### src/rtl/add4_share_arbiter_if.sv
// Request/response bundle for the shared adder arbiter.
// rsp_carry exists only when ADD4_CARRY_EN is defined.
interface add4_share_arbiter_if #(
    parameter int N_REQ = 4,
    parameter int WIDTH = 4,
    parameter int ID_W  = 2
);
    logic [N_REQ-1:0]       req_valid;
    logic [N_REQ-1:0]       req_ready;
    logic [N_REQ*WIDTH-1:0] req_a;
    logic [N_REQ*WIDTH-1:0] req_b;
    logic                   rsp_valid;
    logic                   rsp_ready;
    logic [WIDTH-1:0]       rsp_sum;
    logic [ID_W-1:0]        rsp_id;
`ifdef ADD4_CARRY_EN
    logic                   rsp_carry;
`endif

    modport master (
        output req_valid, req_a, req_b, rsp_ready,
        input  req_ready, rsp_valid, rsp_sum, rsp_id
`ifdef ADD4_CARRY_EN
        , input rsp_carry
`endif
    );

    modport slave (
        input  req_valid, req_a, req_b, rsp_ready,
        output req_ready, rsp_valid, rsp_sum, rsp_id
`ifdef ADD4_CARRY_EN
        , output rsp_carry
`endif
    );
endinterface

### src/rtl/add4_share_arbiter.sv
// Round-robin arbiter sharing one modulo-2^WIDTH adder among N_REQ clients.
// Optional ADD4_CARRY_EN adds a registered rsp_carry output.
module add4_share_arbiter #(
    parameter int N_REQ = 4,
    parameter int WIDTH = 4,
    parameter int ID_W  = $clog2(N_REQ)
) (
    input  logic                 clk,
    input  logic                 rst_n,
    add4_share_arbiter_if.slave  bus
);
    typedef enum logic {IDLE, HOLD} state_t;

    state_t           r_state;
    logic             r_valid;
    logic [WIDTH-1:0] r_sum;
    logic [ID_W-1:0]  r_id;
    logic [ID_W-1:0]  r_ptr;

    logic             w_can;
    logic             w_found;
    logic             w_acc;
    logic [ID_W-1:0]  w_idx;
    logic [ID_W-1:0]  w_nxt;
    logic [N_REQ-1:0] w_grant;
    logic [WIDTH-1:0] w_a;
    logic [WIDTH-1:0] w_b;

    assign w_can = (r_state == IDLE) | bus.rsp_ready;

    // Two passes: from r_ptr upward, then wrap from 0 below r_ptr.
    always_comb begin
        w_found = 1'b0;
        w_idx   = '0;
        for (int j = 0; j < N_REQ; j++) begin
            if (!w_found && j >= int'(r_ptr) && bus.req_valid[j]) begin
                w_found = 1'b1;
                w_idx   = ID_W'(j);
            end
        end
        for (int j = 0; j < N_REQ; j++) begin
            if (!w_found && j < int'(r_ptr) && bus.req_valid[j]) begin
                w_found = 1'b1;
                w_idx   = ID_W'(j);
            end
        end
    end

    always_comb begin
        w_grant = '0;
        w_a     = '0;
        w_b     = '0;
        for (int j = 0; j < N_REQ; j++) begin
            if (w_found && w_idx == ID_W'(j)) begin
                w_grant[j] = 1'b1;
                w_a        = bus.req_a[j*WIDTH +: WIDTH];
                w_b        = bus.req_b[j*WIDTH +: WIDTH];
            end
        end
    end

    assign bus.req_ready = w_grant & {N_REQ{w_can & rst_n}};
    assign w_acc = w_found & w_can;
    assign w_nxt = (w_idx == ID_W'(N_REQ-1)) ? '0 : w_idx + 1'b1;

`ifdef ADD4_CARRY_EN
    logic             r_carry;
    logic [WIDTH:0]   w_add;
    assign w_add = {1'b0, w_a} + {1'b0, w_b};
    assign bus.rsp_carry = r_carry;

    always_ff @(posedge clk or negedge rst_n) begin
        if (!rst_n) begin
            r_carry <= 1'b0;
        end else if (w_acc) begin
            r_carry <= w_add[WIDTH];
        end
    end
`else
    logic [WIDTH-1:0] w_add;
    assign w_add = w_a + w_b;
`endif

    always_ff @(posedge clk or negedge rst_n) begin
        if (!rst_n) begin
            r_state <= IDLE;
            r_valid <= 1'b0;
            r_sum   <= '0;
            r_id    <= '0;
            r_ptr   <= '0;
        end else if (w_acc) begin
            r_state <= HOLD;
            r_valid <= 1'b1;
            r_sum   <= w_add[WIDTH-1:0];
            r_id    <= w_idx;
            r_ptr   <= w_nxt;
        end else if (r_state == HOLD && bus.rsp_ready) begin
            r_state <= IDLE;
            r_valid <= 1'b0;
        end
    end

    assign bus.rsp_valid = r_valid;
    assign bus.rsp_sum   = r_sum;
    assign bus.rsp_id    = r_id;
endmodule
### src/flat_wrapper.sv
// flat-port wrapper written by rule: the top's interface ports become plain ports
module add4_share_arbiter_flat 
#(
    parameter int N_REQ = 4,
    parameter int WIDTH = 4,
    parameter int ID_W  = $clog2(N_REQ)
)
  (clk, rst_n, bus_req_valid, bus_req_a, bus_req_b, bus_rsp_ready, bus_req_ready, bus_rsp_valid, bus_rsp_sum, bus_rsp_id);
  add4_share_arbiter_if #(.N_REQ(N_REQ), .WIDTH(WIDTH), .ID_W(ID_W)) bus_i ();
  input  logic clk;
  input  logic rst_n;
  input wire logic [$bits(bus_i.req_valid)-1:0] bus_req_valid;
  input wire logic [$bits(bus_i.req_a)-1:0] bus_req_a;
  input wire logic [$bits(bus_i.req_b)-1:0] bus_req_b;
  input wire logic [$bits(bus_i.rsp_ready)-1:0] bus_rsp_ready;
  output wire logic [$bits(bus_i.req_ready)-1:0] bus_req_ready;
  output wire logic [$bits(bus_i.rsp_valid)-1:0] bus_rsp_valid;
  output wire logic [$bits(bus_i.rsp_sum)-1:0] bus_rsp_sum;
  output wire logic [$bits(bus_i.rsp_id)-1:0] bus_rsp_id;
  assign bus_i.req_valid = bus_req_valid;
  assign bus_i.req_a = bus_req_a;
  assign bus_i.req_b = bus_req_b;
  assign bus_i.rsp_ready = bus_rsp_ready;
  assign bus_req_ready = bus_i.req_ready;
  assign bus_rsp_valid = bus_i.rsp_valid;
  assign bus_rsp_sum = bus_i.rsp_sum;
  assign bus_rsp_id = bus_i.rsp_id;
  add4_share_arbiter #(.N_REQ(N_REQ), .WIDTH(WIDTH), .ID_W(ID_W)) u_core (.clk(clk), .rst_n(rst_n), .bus(bus_i));
endmodule
### config.mk
export PLATFORM = sky130hd
export DESIGN_NAME = add4_share_arbiter_flat
export DESIGN_NICKNAME = d
export VERILOG_FILES = /design/src/rtl/add4_share_arbiter_if.sv /design/src/rtl/add4_share_arbiter.sv /design/src/flat_wrapper.sv
export SDC_FILE = /design/constraint.sdc
export NUM_CORES = 1
export LEC_CHECK = 0
export CAP_MARGIN = 10
export CORE_MARGIN = 2
export CORE_UTILIZATION = 42
export DETAILED_ROUTE_END_ITERATION = 7
export PLACE_DENSITY = 0.87
export SYNTH_ARGS = -nofsm -noshare
export SYNTH_HDL_FRONTEND = slang
export SYNTH_SLANG_ARGS = --single-unit
### constraint.sdc
create_clock -name clk -period 5.48 [get_ports clk]
set_clock_uncertainty 0.1 [all_clocks]
set_input_delay 1.096 -clock clk [delete_from_list [all_inputs] [get_ports clk]]
set_output_delay 1.096 -clock clk [all_outputs]
set_load 0.01 [all_outputs]
* Yosys cells after proc, flatten, opt, wreduce, memory -nomap -nowiden
Index checks and enable logic that the tools add are counted.
W data, S select, Z words.
** Cells by class
- Bitwise gates (word level) :: 5
- Div/mod/pow operators :: 0
- Multiplexer cells :: 28
- Multiply operators :: 0
- Eq/ne operators :: 3
- $lt $le $gt $ge :: 6
- Reduce and logical (&&, ||, !) cells :: 25
- $add $sub $neg :: 2
- Shifts and indexed selects :: 0
** Operators by type and width (number)
- $mux W4 :: 8
- $logic_and A1 B1 Y1 :: 17
- $mux W1 :: 14
- $mux W2 :: 6
- $logic_not A1 Y1 :: 6
- $add A4 B4 Y4 :: 1
- $and A4 B4 Y4 :: 1
- $eq A2 B2 Y1 const B :: 2
- $ge A1 B2 Y1 const A :: 2
- $lt A1 B2 Y1 const A :: 2
- $add A2 B1 Y2 const B :: 1
- $and A1 B1 Y1 :: 2
- $eq A2 B1 Y1 const B :: 1
- $ge A2 B2 Y1 const A :: 1
- $logic_not A2 Y1 :: 1
- $lt A2 B2 Y1 const A :: 1
- $reduce_bool A2 Y1 :: 1
- $not A1 Y1 :: 1
- $or A1 B1 Y1 :: 1
** Storage, ports and cells
- Flip-flop bits (word level) :: 9
- Latch bits :: 0
- Output and inout port bits :: 11
- Input port bits :: 39
- RAM bits :: 0
- ROM bits :: 0
- Memories :: 0

* Logic depth before layout (Yosys ltp)
Gate-level depths: netlist (run 1).
- Word-level depth :: 33
- Mapped depth :: 15

* Least setup slack after synthesis (run 1)
OpenSTA, ideal clock, no wires.
- Path type :: input to register
- From :: input port bus_req_valid[0]
- To :: register u_core.r_sum[3], in the netlist u_core.bus.rsp_sum[3]
- Slack :: 1738 ps
- Buffers on the path :: 1
- Cell stages on the path :: 15
- Data arrival time :: 3573 ps
- Setup time :: 69 ps
- Cell sequence :: a21oi_1 > o21ai_0 > o2bb2a_1 > inv_1 > ha_1 > clkbuf_1 > and3b_1 > a211oi_1 > a211o_1 > a21oi_1 > ha_1 > a21o_1 > a21oi_1 > or4_1 > nand3_1
** On the way
- Cells in the longest elaborated chain, start to end :: 32
- Elaborated cells on any way between the ends :: 49
- Those cells by class :: 1 x add/sub; 3 x eq/ne; 21 x mux; 1 x bitwise; 23 x reduce/logical
** RTL lines
- start, declared :: RTL line flat_wrapper.sv:12 : input wire logic [$bits(bus_i.req_valid)-1:0] bus_req_valid;
- $logic_and A1 B1 Y1 :: RTL line add4_share_arbiter.sv:36 : if (!w_found && j >= int'(r_ptr) && bus.req_valid[j]) begin
- $mux W1 :: RTL line add4_share_arbiter.sv:36
- $logic_not A1 Y1 :: RTL line add4_share_arbiter.sv:36
- $logic_and A1 B1 Y1 (2 in a row) :: RTL line add4_share_arbiter.sv:36
- $mux W1 :: RTL line add4_share_arbiter.sv:36
- $logic_not A1 Y1 :: RTL line add4_share_arbiter.sv:36
- $logic_and A1 B1 Y1 (2 in a row) :: RTL line add4_share_arbiter.sv:36
- $mux W1 :: RTL line add4_share_arbiter.sv:36
- [... 11 more ...]
- $logic_not A1 Y1 :: RTL line add4_share_arbiter.sv:42 : if (!w_found && j < int'(r_ptr) && bus.req_valid[j]) begin
- $logic_and A1 B1 Y1 (2 in a row) :: RTL line add4_share_arbiter.sv:42
- $mux W2 * :: RTL line add4_share_arbiter.sv:42
- named net u_core.w_idx[1] :: RTL line add4_share_arbiter.sv:23 : logic [ID_W-1:0] w_idx;
- $logic_not A2 Y1 :: RTL line add4_share_arbiter.sv:54 : if (w_found && w_idx == ID_W'(j)) begin
- $logic_and A1 B1 Y1 :: RTL line add4_share_arbiter.sv:54
- $mux W4 (4 in a row) :: RTL line add4_share_arbiter.sv:54
- $add A4 B4 Y4 * :: RTL line add4_share_arbiter.sv:81 : assign w_add = w_a + w_b;
- end signal, assigned :: RTL line add4_share_arbiter.sv:94 : r_sum <= w_add[WIDTH-1:0];
- end, declared :: RTL line add4_share_arbiter.sv:16 : logic [WIDTH-1:0] r_sum;
Mark *: on every way through the listed nets, which the timed path passes. The rest lies on a longest branch.
A chain may end at the register's enable or synchronous reset.

* Worst setup path after layout (run 1)
- From :: input port bus_req_valid[0]
- To :: output port bus_req_ready[1]
** On the way
- Cells in the longest elaborated chain, start to end :: 29
- Elaborated cells on any way between the ends :: 35
- Those cells by class :: 1 x eq/ne; 14 x mux; 1 x bitwise; 19 x reduce/logical
** RTL lines
- $logic_and A1 B1 Y1 :: RTL line add4_share_arbiter.sv:36
- $mux W1 :: RTL line add4_share_arbiter.sv:36
- $logic_not A1 Y1 :: RTL line add4_share_arbiter.sv:36
- $logic_and A1 B1 Y1 (2 in a row) :: RTL line add4_share_arbiter.sv:36
- $mux W1 :: RTL line add4_share_arbiter.sv:36
- $logic_not A1 Y1 :: RTL line add4_share_arbiter.sv:36
- $logic_and A1 B1 Y1 (2 in a row) :: RTL line add4_share_arbiter.sv:36
- $mux W1 :: RTL line add4_share_arbiter.sv:36
- [... 11 more ...]
- $logic_not A1 Y1 :: RTL line add4_share_arbiter.sv:42
- $logic_and A1 B1 Y1 (2 in a row) :: RTL line add4_share_arbiter.sv:42
- $mux W2 * :: RTL line add4_share_arbiter.sv:42
- named net u_core.w_idx[1] :: RTL line add4_share_arbiter.sv:23
- $eq A2 B1 Y1 * :: RTL line add4_share_arbiter.sv:54
- $logic_and A1 B1 Y1 * :: RTL line add4_share_arbiter.sv:54
- $mux W1 * :: RTL line add4_share_arbiter.sv:54
- $and A4 B4 Y4 * :: RTL line add4_share_arbiter.sv:62 : assign bus.req_ready = w_grant & {N_REQ{w_can & rst_n}};
- end, declared :: RTL line flat_wrapper.sv:16 : output wire logic [$bits(bus_i.req_ready)-1:0] bus_req_ready;
Marks and branches as above.

==> results of run 1 <==
==> state kept, by name (all words and copies together) (netlist names) <==
register	count
u_core.bus.rsp_valid	1
u_core.r_ptr	2
u_core.bus.rsp_sum	4
u_core.bus.rsp_id	2
==> worst reg2reg max path: stages (launching register included) <==
cell and delay, ns:
sky130_fd_sc_hd__dfrtp_1 0.47, sky130_fd_sc_hd__mux2i_1 0.21, sky130_fd_sc_hd__nor2_1 0.06, sky130_fd_sc_hd__a311oi_2 0.40, sky130_fd_sc_hd__ha_1 0.49, sky130_fd_sc_hd__and3b_1 0.23, sky130_fd_sc_hd__a211oi_1 0.23, sky130_fd_sc_hd__a211o_1 0.18
sky130_fd_sc_hd__a21oi_1 0.08, sky130_fd_sc_hd__ha_1 0.28, sky130_fd_sc_hd__a21o_1 0.12, sky130_fd_sc_hd__a21oi_1 0.07, sky130_fd_sc_hd__or4_1 0.51, sky130_fd_sc_hd__nand3_1 0.10
==> report_power, final <==
part | internal, uW | switching [uW] | total [uW]
Combinational | 167 | 148 | 316
Clock | 27.0 | 26.5 | 53.5
Sequential | 91.6 | 18.6 | 110
==> Yosys cell counts (2+ instances only) <==
| cell type | count |
|---|---|
| sky130_fd_sc_hd__clkbuf_1 | 3 |
| sky130_fd_sc_hd__nand2b_1 | 3 |
| sky130_fd_sc_hd__a211oi_1 | 6 |
| sky130_fd_sc_hd__xor2_1 | 5 |
| sky130_fd_sc_hd__ha_1 | 7 |
| sky130_fd_sc_hd__a21o_1 | 3 |
| sky130_fd_sc_hd__dfrtp_1 | 9 |
| sky130_fd_sc_hd__nand2_1 | 14 |
| sky130_fd_sc_hd__and3_1 | 4 |
| sky130_fd_sc_hd__mux2_1 | 2 |
| sky130_fd_sc_hd__o21ai_0 | 4 |
| sky130_fd_sc_hd__nor2_1 | 3 |
| sky130_fd_sc_hd__a211o_1 | 6 |
| sky130_fd_sc_hd__buf_2 | 2 |
| sky130_fd_sc_hd__a21oi_1 | 11 |
| sky130_fd_sc_hd__nor2b_1 | 2 |
| sky130_fd_sc_hd__and3b_1 | 6 |
| sky130_fd_sc_hd__inv_1 | 11 |
==> cells by family (layout without fill, tap and decap cells) <==
kind of cell | count (synthesis) | in the layout | synth area share
adder cells (fa/ha/maj) | 8 | 8 | 0.114
multiplexers | 3 | 3 | 0.0345
flip-flops | 9 | 9 | 0.239
AO/OA/AOI/OAI | 35 | 35 | 0.261
buffers and inverters | 18 | 66 | 0.0862
XOR/XNOR | 5 | 5 | 0.0464
AND/OR/NAND/NOR | 36 | 36 | 0.219
==> worst max path at each step <==
stage | end | slack, ns
after global placement | bus_req_ready[1] | 0.89
after detailed placement | bus_req_ready[1] | 0.80
after floorplan | u_core.bus.rsp_sum[3] | 1.74
after global routing | bus_req_ready[1] | 0.56
final | bus_req_ready[1] | 0.78
after CTS | bus_req_ready[1] | 0.81
==> through the flow <==
| stage | area (um2) | utilization | std cells | hold slack, ns |
|---|---|---|---|---|
| 2_1_floorplan | 943 | - | 114 | 0.407 |
| 6_report | 1470 | 0.678 | 190 | 0.389 |
| 3_3_place_gp | 1440 | 0.666 | 186 | 0.367 |
| 5_1_grt | 1470 | 0.678 | 190 | 0.422 |
| 4_1_cts | 1470 | 0.678 | 190 | 0.392 |
| 3_5_place_dp | 1440 | 0.666 | 186 | 0.367 |
==> metal layers <==
layer | track usage | up-vias | part of all wire
li1 | - | 503 | -
met1 | 0.271 | 452 | 0.43
met2 | 0.370 | 31 | 0.49
met3 | 0.0322 | 4 | 0.060
met4 | 0.0965 | 0 | 0.015
met5 | 0 | - | 0
==> cell type report <==
type | instances | area, um2 | share of cell area
clock buffers | 3 | 22.5 | 0.0153
clock inverters | 1 | 5.00 | 0.00340
inverters | 11 | 41.3 | 0.0281
multi-input cells | 87 | 637 | 0.433
flip-flops and latches | 9 | 225 | 0.153
well taps | 28 | 35.0 | 0.0238
repair buffers | 51 | 505 | 0.344
==> results summary, run 1 <==
The flow ran to the end, and the final reports show no timing, DRC or antenna violations. STA classifies the critical path startpoint as an input port. The detailed router's first-iteration violation count is 18. The total setup buffers inserted after CTS is 0. The final layout contains routed wiring with a total length of 2.59 mm. The maximum single-stage delay on the critical path is 0.57 ns. The mean cell area of the mapped netlist is 8.28 um2. The end of the worst register-to-register path is u_core.bus.rsp_sum[3]. The total clock buffers created by CTS is 3. sky130_fd_sc_hd__dfrtp_1 takes more of the synthesized area than any other cell. Setup repair after global routing left no endpoint under its margin.

The number of antenna violations at the first check in global routing came to 0. The power per unit of standard cell area came out at 326 mW/mm2. The synthesized design contains 9 register bits. Yosys mapped a number of flops with a built-in enable equal to 0. The number of gates resized after CTS is 0. In this run the worst hold path is classified as flip-flop to flip-flop. For this run, the total global-route usage over all layers was measured as 0.218. The overflow left after global routing is 0. Entering global routing, the biggest net connects 17 pins. The number of buffers on the longest clock path came out at 2.

The worst reg2reg path startpoint is u_core.r_ptr[1]. At the end of routability-driven placement, the weighted congestion stood at 0.758. The library cells used most frequently in the layout, excluding fill and tap cells, are 49 x sky130_fd_sc_hd__clkdlybuf4s50_1, 14 x sky130_fd_sc_hd__nand2_1, 11 x sky130_fd_sc_hd__inv_1, 11 x sky130_fd_sc_hd__a21oi_1, 9 x sky130_fd_sc_hd__dfrtp_1. The final net count is 210. The number of warnings issued by yosys came out at 0. The overall die area is 0.00264 mm2. The static leakage came out at 0.000678 uW.

The critical path required time is 4.28 ns. Clock-pin slew was measured on the worst setup and hold paths at 0.06 ns. The fraction of final layout cells sized beyond drive strength 1 came out at 0.0494. The final critical-path share of the clock period came out at 0.859. In the final timing run, aggregate negative setup slack is 0 ns. The setup slack at placement is 0.802 ns. The die width came out at 51.4 um.

The number of top-level pins came out at 50. The max-slew headroom at the worst pin is 0.598. Dividing the detail-routed wire length by the instance count gives 13.6 um. STA classifies the critical path endpoint as a primary output. The number of sinks driven by the clock tree is 9. On the critical path the largest part of the delay comes from buffers and inverters.

The sum of net half-perimeters after detailed placement came out at 2.08 mm. On the critical path, the stage with the largest delay is an instance of sky130_fd_sc_hd__clkdlybuf4s50_1. In this run the most critical hold path is launched from u_core.bus.rsp_id[0]. The initial utilization of the core area, before any placement, comes to 0.435.

Walking the worst path, the cells encountered are clkdlybuf4s50_1 > a21oi_1 > o21ai_0 > o2bb2a_1 > inv_1 > ha_1 > and3_1 > clkdlybuf4s50_1. The number of cells traversed by the worst hold path is 1. TritonCTS built the clock tree. The number of diodes added for antenna fixing came out at 0. In the synthesized netlist the dominant register cell turns out to be sky130_fd_sc_hd__dfrtp_1. The share of Yosys cell area claimed by the top area cell type came out at 0.239. Yosys attributes the largest share of cell area to sky130_fd_sc_hd__dfrtp_1 24%, sky130_fd_sc_hd__ha_1 9.3%, sky130_fd_sc_hd__a21oi_1 5.8%. After synthesis, the share of flip-flops with an asynchronous set or reset is 1.00. The clock reaches the later pin of the worst-skew pair after 0.27 ns. The internal reg-to-reg setup slack is 1.88 ns. The max-slew violation count came out at 0. Of all nets on the critical path, the largest fanout is 15. The number of nets in the synthesized netlist came out at 161. After floorplanning, the core was divided into 17 placement rows. For this run, design rule violations remaining after detail routing come to 0.

The number of distinct library cells after synthesis is 31. The hold violation count in the final report is 0. The launching instance or port of the critical path is bus_req_valid[0]. The total number of cells along the worst setup path came out at 8.

The mean number of vias per cell came out at 5.21. For hold timing, the worst endpoint is u_core.bus.rsp_id[0]. The total core area is 0.00217 mm2.

Detailed routing inserted a total of 990 vias. Hold repair after CTS inserted 0 buffers. The upper clock frequency limit is 0.213 GHz.

The kind of critical path is input port to primary output. The wire length of the first global-routing pass came out at 4.35 mm. Data on the critical path arrives at its endpoint at 3.51 ns. The die outline height came out at 51.4 um. The mapped netlist covers 943 um2.

The root buffer cell is sky130_fd_sc_hd__clkbuf_4. Across the run, the number of max-cap violations was 0. The share of the Yosys chip area taken by registers is 0.239.

The transition time at the pin with the least slew margin is 0.603 ns. The first detailed-routing pass took 4 iterations. Leaving out fill and tap cells, the most frequent cell in the layout is sky130_fd_sc_hd__clkdlybuf4s50_1. The setup slack after layout came out at 0.775 ns. The area added between synthesis and finish came out at 56.0%. The worst-case vdd ir drop is 213 uV. The H-tree level count came out at 1.

Synthesis produced a netlist whose cell count is 114. The worst path in the final design needs a cycle of 4.70 ns, including I/O delays and setup. The overall power after layout came out at 479 uW. The cell with the most instances on the worst path is sky130_fd_sc_hd__clkdlybuf4s50_1.

The layout filler cell count is 200. Setup violations remaining at the end of the flow were counted as 0. The detail route stage leaves a number of antenna-violating nets equal to 0. The logic depth of the worst register-to-register path is 13. The buffers plus inverters on the worst setup path came out at 3. The via count of the first global-routing pass is 1014. In this run the tool buffered the top-level ports with 49 buffer cells.
No activity file was read; power rests on OpenSTA's default activity.
==> run 2: changes to the inputs <==
--- a/config.mk
+++ b/config.mk
@@ -8,6 +8,7 @@
 export CAP_MARGIN = 10
 export CORE_MARGIN = 2
 export CORE_UTILIZATION = 42
+export CTS_CLUSTER_DIAMETER = 120
 export DETAILED_ROUTE_END_ITERATION = 7
 export PLACE_DENSITY = 0.87
 export SYNTH_ARGS = -nofsm -noshare
==> results of run 2 <==
The final DEF is identical to that of run 1; final timing and power are the same.
==> run 3: changes to the inputs <==
--- a/config.mk
+++ b/config.mk
@@ -6,9 +6,9 @@
 export NUM_CORES = 1
 export LEC_CHECK = 0
 export CAP_MARGIN = 10
-export CORE_MARGIN = 2
 export CORE_UTILIZATION = 42
 export CTS_CLUSTER_DIAMETER = 120
+export CTS_CLUSTER_SIZE = 40
 export DETAILED_ROUTE_END_ITERATION = 7
 export PLACE_DENSITY = 0.87
 export SYNTH_ARGS = -nofsm -noshare
==> results summary, run 3 (same netlist as run 1, synthesis figures left out) <==
The path category of the worst min-delay check is flip-flop to flip-flop. The met1 usage is 0.287 (+0.0160). The cell area after placement is 0.00144 mm2 (about the same). The hold violation count in the final report was 0 (unchanged). The final period demand of the worst path is 4.79 ns (+0.0887 ns).

The transition time at the pin with the least slew margin came out at 0.628 ns (+0.0254 ns). The sum of net half-perimeters after detailed placement came to 2.09 mm (+0.77%). The placer congestion estimate is 0.752 (-0.74%). The number of gates resized after CTS came out at 0 (unchanged). The data arrival time of the worst path came out at 3.60 ns (+0.09 ns). The number of buffers added to fix hold violations after cts is 0 (unchanged). The critical path required time came out at 4.28 ns (about the same). The final critical-path share of the clock period is 0.875 (+0.0162).

The area of all placed cells without fillers came to 0.00147 mm2 (-0.17%). The clock slew at the register clock pins of the worst setup and hold paths came to 0.06 ns (about the same). The total number of vias came out at 997 (+0.71%). The maximum single-stage delay on the critical path is 0.55 ns (-0.02 ns).

In this run the most used layer during global routing was met2. The cell that appears most often on the critical path is sky130_fd_sc_hd__clkdlybuf4s50_1. The initial cell density of the core is 0.462 (+0.0272). The number of flip-flops in the largest register is 4 (unchanged). TritonCTS built the clock tree. The number of buffers on the longest clock path came out at 2 (unchanged). The max-slew headroom at the worst pin is 0.581 (-0.0169).

The quantity of I/O buffers inserted on ports is 49 (unchanged). The total setup buffers inserted after CTS is 0 (unchanged). The number of placement rows came to 16 (-1).

The H-tree level count came out at 1 (unchanged). The overflow left after global routing came to 0 (unchanged). The share of the core filled with cells in the final layout was 0.719 (+0.0412). The total number of cells along the worst setup path was 7 (-1). The overall die area was 0.00244 mm2 (-7.6%). The met2 routing resource usage after global routing is 0.395 (+0.0253). The number of cells traversed by the worst hold path was 2 (+1). Relative to the synthesized area, the layout overhead comes to 55.7%.

The first-pass iteration count of the detailed router came out at 4 (unchanged). The mean number of vias per cell came out at 5.28 (+1.2%). The worst hold slack is 0.395 ns (+0.00669 ns). The worst setup path is launched from an input port. The kind of cell with the highest combined delay along the critical path is buffers and inverters. The run finished with clean final reports. The DRC violation count after routing was 0 (unchanged). The detailed router's first-iteration violation count came out at 21 (+3). The global-route total usage across every layer is 0.225 (+0.00711). The maximum number of pins on one net before global-route repair is 17 (unchanged).

The number of routed nets with antenna violations came to 0 (unchanged). The total core area came out at 0.00204 mm2 (-5.9%). The critical path is of the input port to primary output type. The final setup violation count is 0 (unchanged). The final net count came to 210 (unchanged). The max-slew violation count is 0 (unchanged). The logic depth of the worst register-to-register path came out at 13 (unchanged). The upper clock frequency limit is 0.209 GHz (-1.9%).

The worst-case vdd ir drop is 277 uV (+30%). The setup slack at placement is 0.692 ns (-0.110 ns). The total clock buffers created by CTS is 3 (unchanged). The die width is 49.4 um (-3.9%). In the layout the commonest cells are 49 x sky130_fd_sc_hd__clkdlybuf4s50_1, 14 x sky130_fd_sc_hd__nand2_1, 11 x sky130_fd_sc_hd__inv_1, 11 x sky130_fd_sc_hd__a21oi_1, 9 x sky130_fd_sc_hd__dfrtp_1. The maximum fanout encountered on the critical timing path was 15 (unchanged). STA classifies the critical path endpoint as a primary output. Traced cell by cell, the critical path runs through clkdlybuf4s50_1 > mux2i_1 > nor2_1 > a311oi_2 > ha_1 > and3_1 > clkdlybuf4s50_1.

The fraction of met3 tracks used by global routing is 0.0405 (+0.00833). The max-capacitance violation count came out at 0 (unchanged). The buffers plus inverters on the worst setup path came to 2 (-1).

The root buffer cell is sky130_fd_sc_hd__clkbuf_4. The wire length of the first global-routing pass is 4.29 mm (-1.4%). The fraction of final layout cells sized beyond drive strength 1 is 0.0432 (-0.00617). The via count of the first global-routing pass came out at 1032 (+1.8%). The number of diodes added for antenna fixing came out at 0 (unchanged).

The aggregate negative setup slack came to 0 ns (unchanged). The power per unit of standard cell area came out at 330 mW/mm2 (+1.4%). The die outline height is 49.4 um (-3.9%). The number of antenna violations at the first check in global routing is 0 (unchanged). The average detailed-routed wire length per instance came out at 13.7 um (+0.84%). The number of sinks driven by the clock tree came out at 9 (unchanged). The setup slack after layout is 0.687 ns (-0.0887 ns).

The number of top-level pins is 50 (unchanged). The static leakage came to 0.000675 uW (-0.40%). The layout filler cell count is 167 (-17%).

Leaving out fill and tap cells, the most frequent cell in the layout is sky130_fd_sc_hd__clkdlybuf4s50_1. The clock latency on the worst-skew pair was 0.25 ns (-0.02 ns). The total detailed-routing wirelength came out at 2.60 mm (+0.31%). Setup repair after global routing left no endpoint under its margin.

Among all stages on the critical path, the largest delay is contributed by sky130_fd_sc_hd__clkdlybuf4s50_1.
==> run 3: routing by layer <==
metal / vias up / share of wire
li1: 501 / -
met1: 459 / 0.45
met2: 35 / 0.49
met3: 2 / 0.056
met4: 0 / 0.0019
met5: - / 0
==> run 3: layout make-up <==
| cell class | count | area, um2 | area share |
|---|---|---|---|
| multi-input combinational | 87 | 637 | 0.434 |
| tap | 27 | 33.8 | 0.0230 |
| timing repair buffer | 51 | 505 | 0.344 |
| inverter | 11 | 41.3 | 0.0281 |
| clock buffer | 4 | 26.3 | 0.0179 |
| sequential | 9 | 225 | 0.153 |
==> run 3: worst paths after layout <==
check / startpoint / endpoint / slack [ns]
setup / recovery: bus_req_valid[0] / bus_req_ready[1] / 0.69
hold / removal: u_core.bus.rsp_sum[0] / u_core.bus.rsp_sum[0] / 0.40
setup reg to reg: u_core.r_ptr[1] / u_core.bus.rsp_sum[3] / 1.85
hold reg to reg: u_core.bus.rsp_sum[0] / u_core.bus.rsp_sum[0] / 0.40
max in group asynchronous: rst_n / u_core.bus.rsp_sum[2] / 3.87
min in group asynchronous: rst_n / u_core.bus.rsp_sum[0] / 1.07
==> run 3: per-stage QoR <==
| step | power [uW] | std cells |
|---|---|---|
| 2_1_floorplan | 306 | 114 |
| 3_3_place_gp | 417 | 185 |
| 3_5_place_dp | 435 | 185 |
| 4_1_cts | 488 | 189 |
| 5_1_grt | 529 | 189 |
| 6_report | 485 | 189 |
==> run 3: worst register-to-register path: stages (launching register included) <==
cell,delay [ns]
sky130_fd_sc_hd__dfrtp_1,0.45
sky130_fd_sc_hd__mux2i_1,0.23
sky130_fd_sc_hd__nor2_1,0.07
sky130_fd_sc_hd__a311oi_2,0.44
sky130_fd_sc_hd__ha_1,0.51
sky130_fd_sc_hd__and3b_1,0.24
sky130_fd_sc_hd__a211oi_1,0.22
sky130_fd_sc_hd__a211o_1,0.17
sky130_fd_sc_hd__a21oi_1,0.08
sky130_fd_sc_hd__ha_1,0.28
sky130_fd_sc_hd__a21o_1,0.11
sky130_fd_sc_hd__a21oi_1,0.08
sky130_fd_sc_hd__or4_1,0.51
sky130_fd_sc_hd__nand3_1,0.10
==> run 3: power by group <==
group / leakage, uW / switching (uW) / internal [uW] / total (uW)
Combinational: 0.000555 / 155 / 170 / 325
Sequential: 0.000106 / 18.4 / 91.7 / 110
Clock: 0.0000150 / 22.5 / 28.0 / 50.5
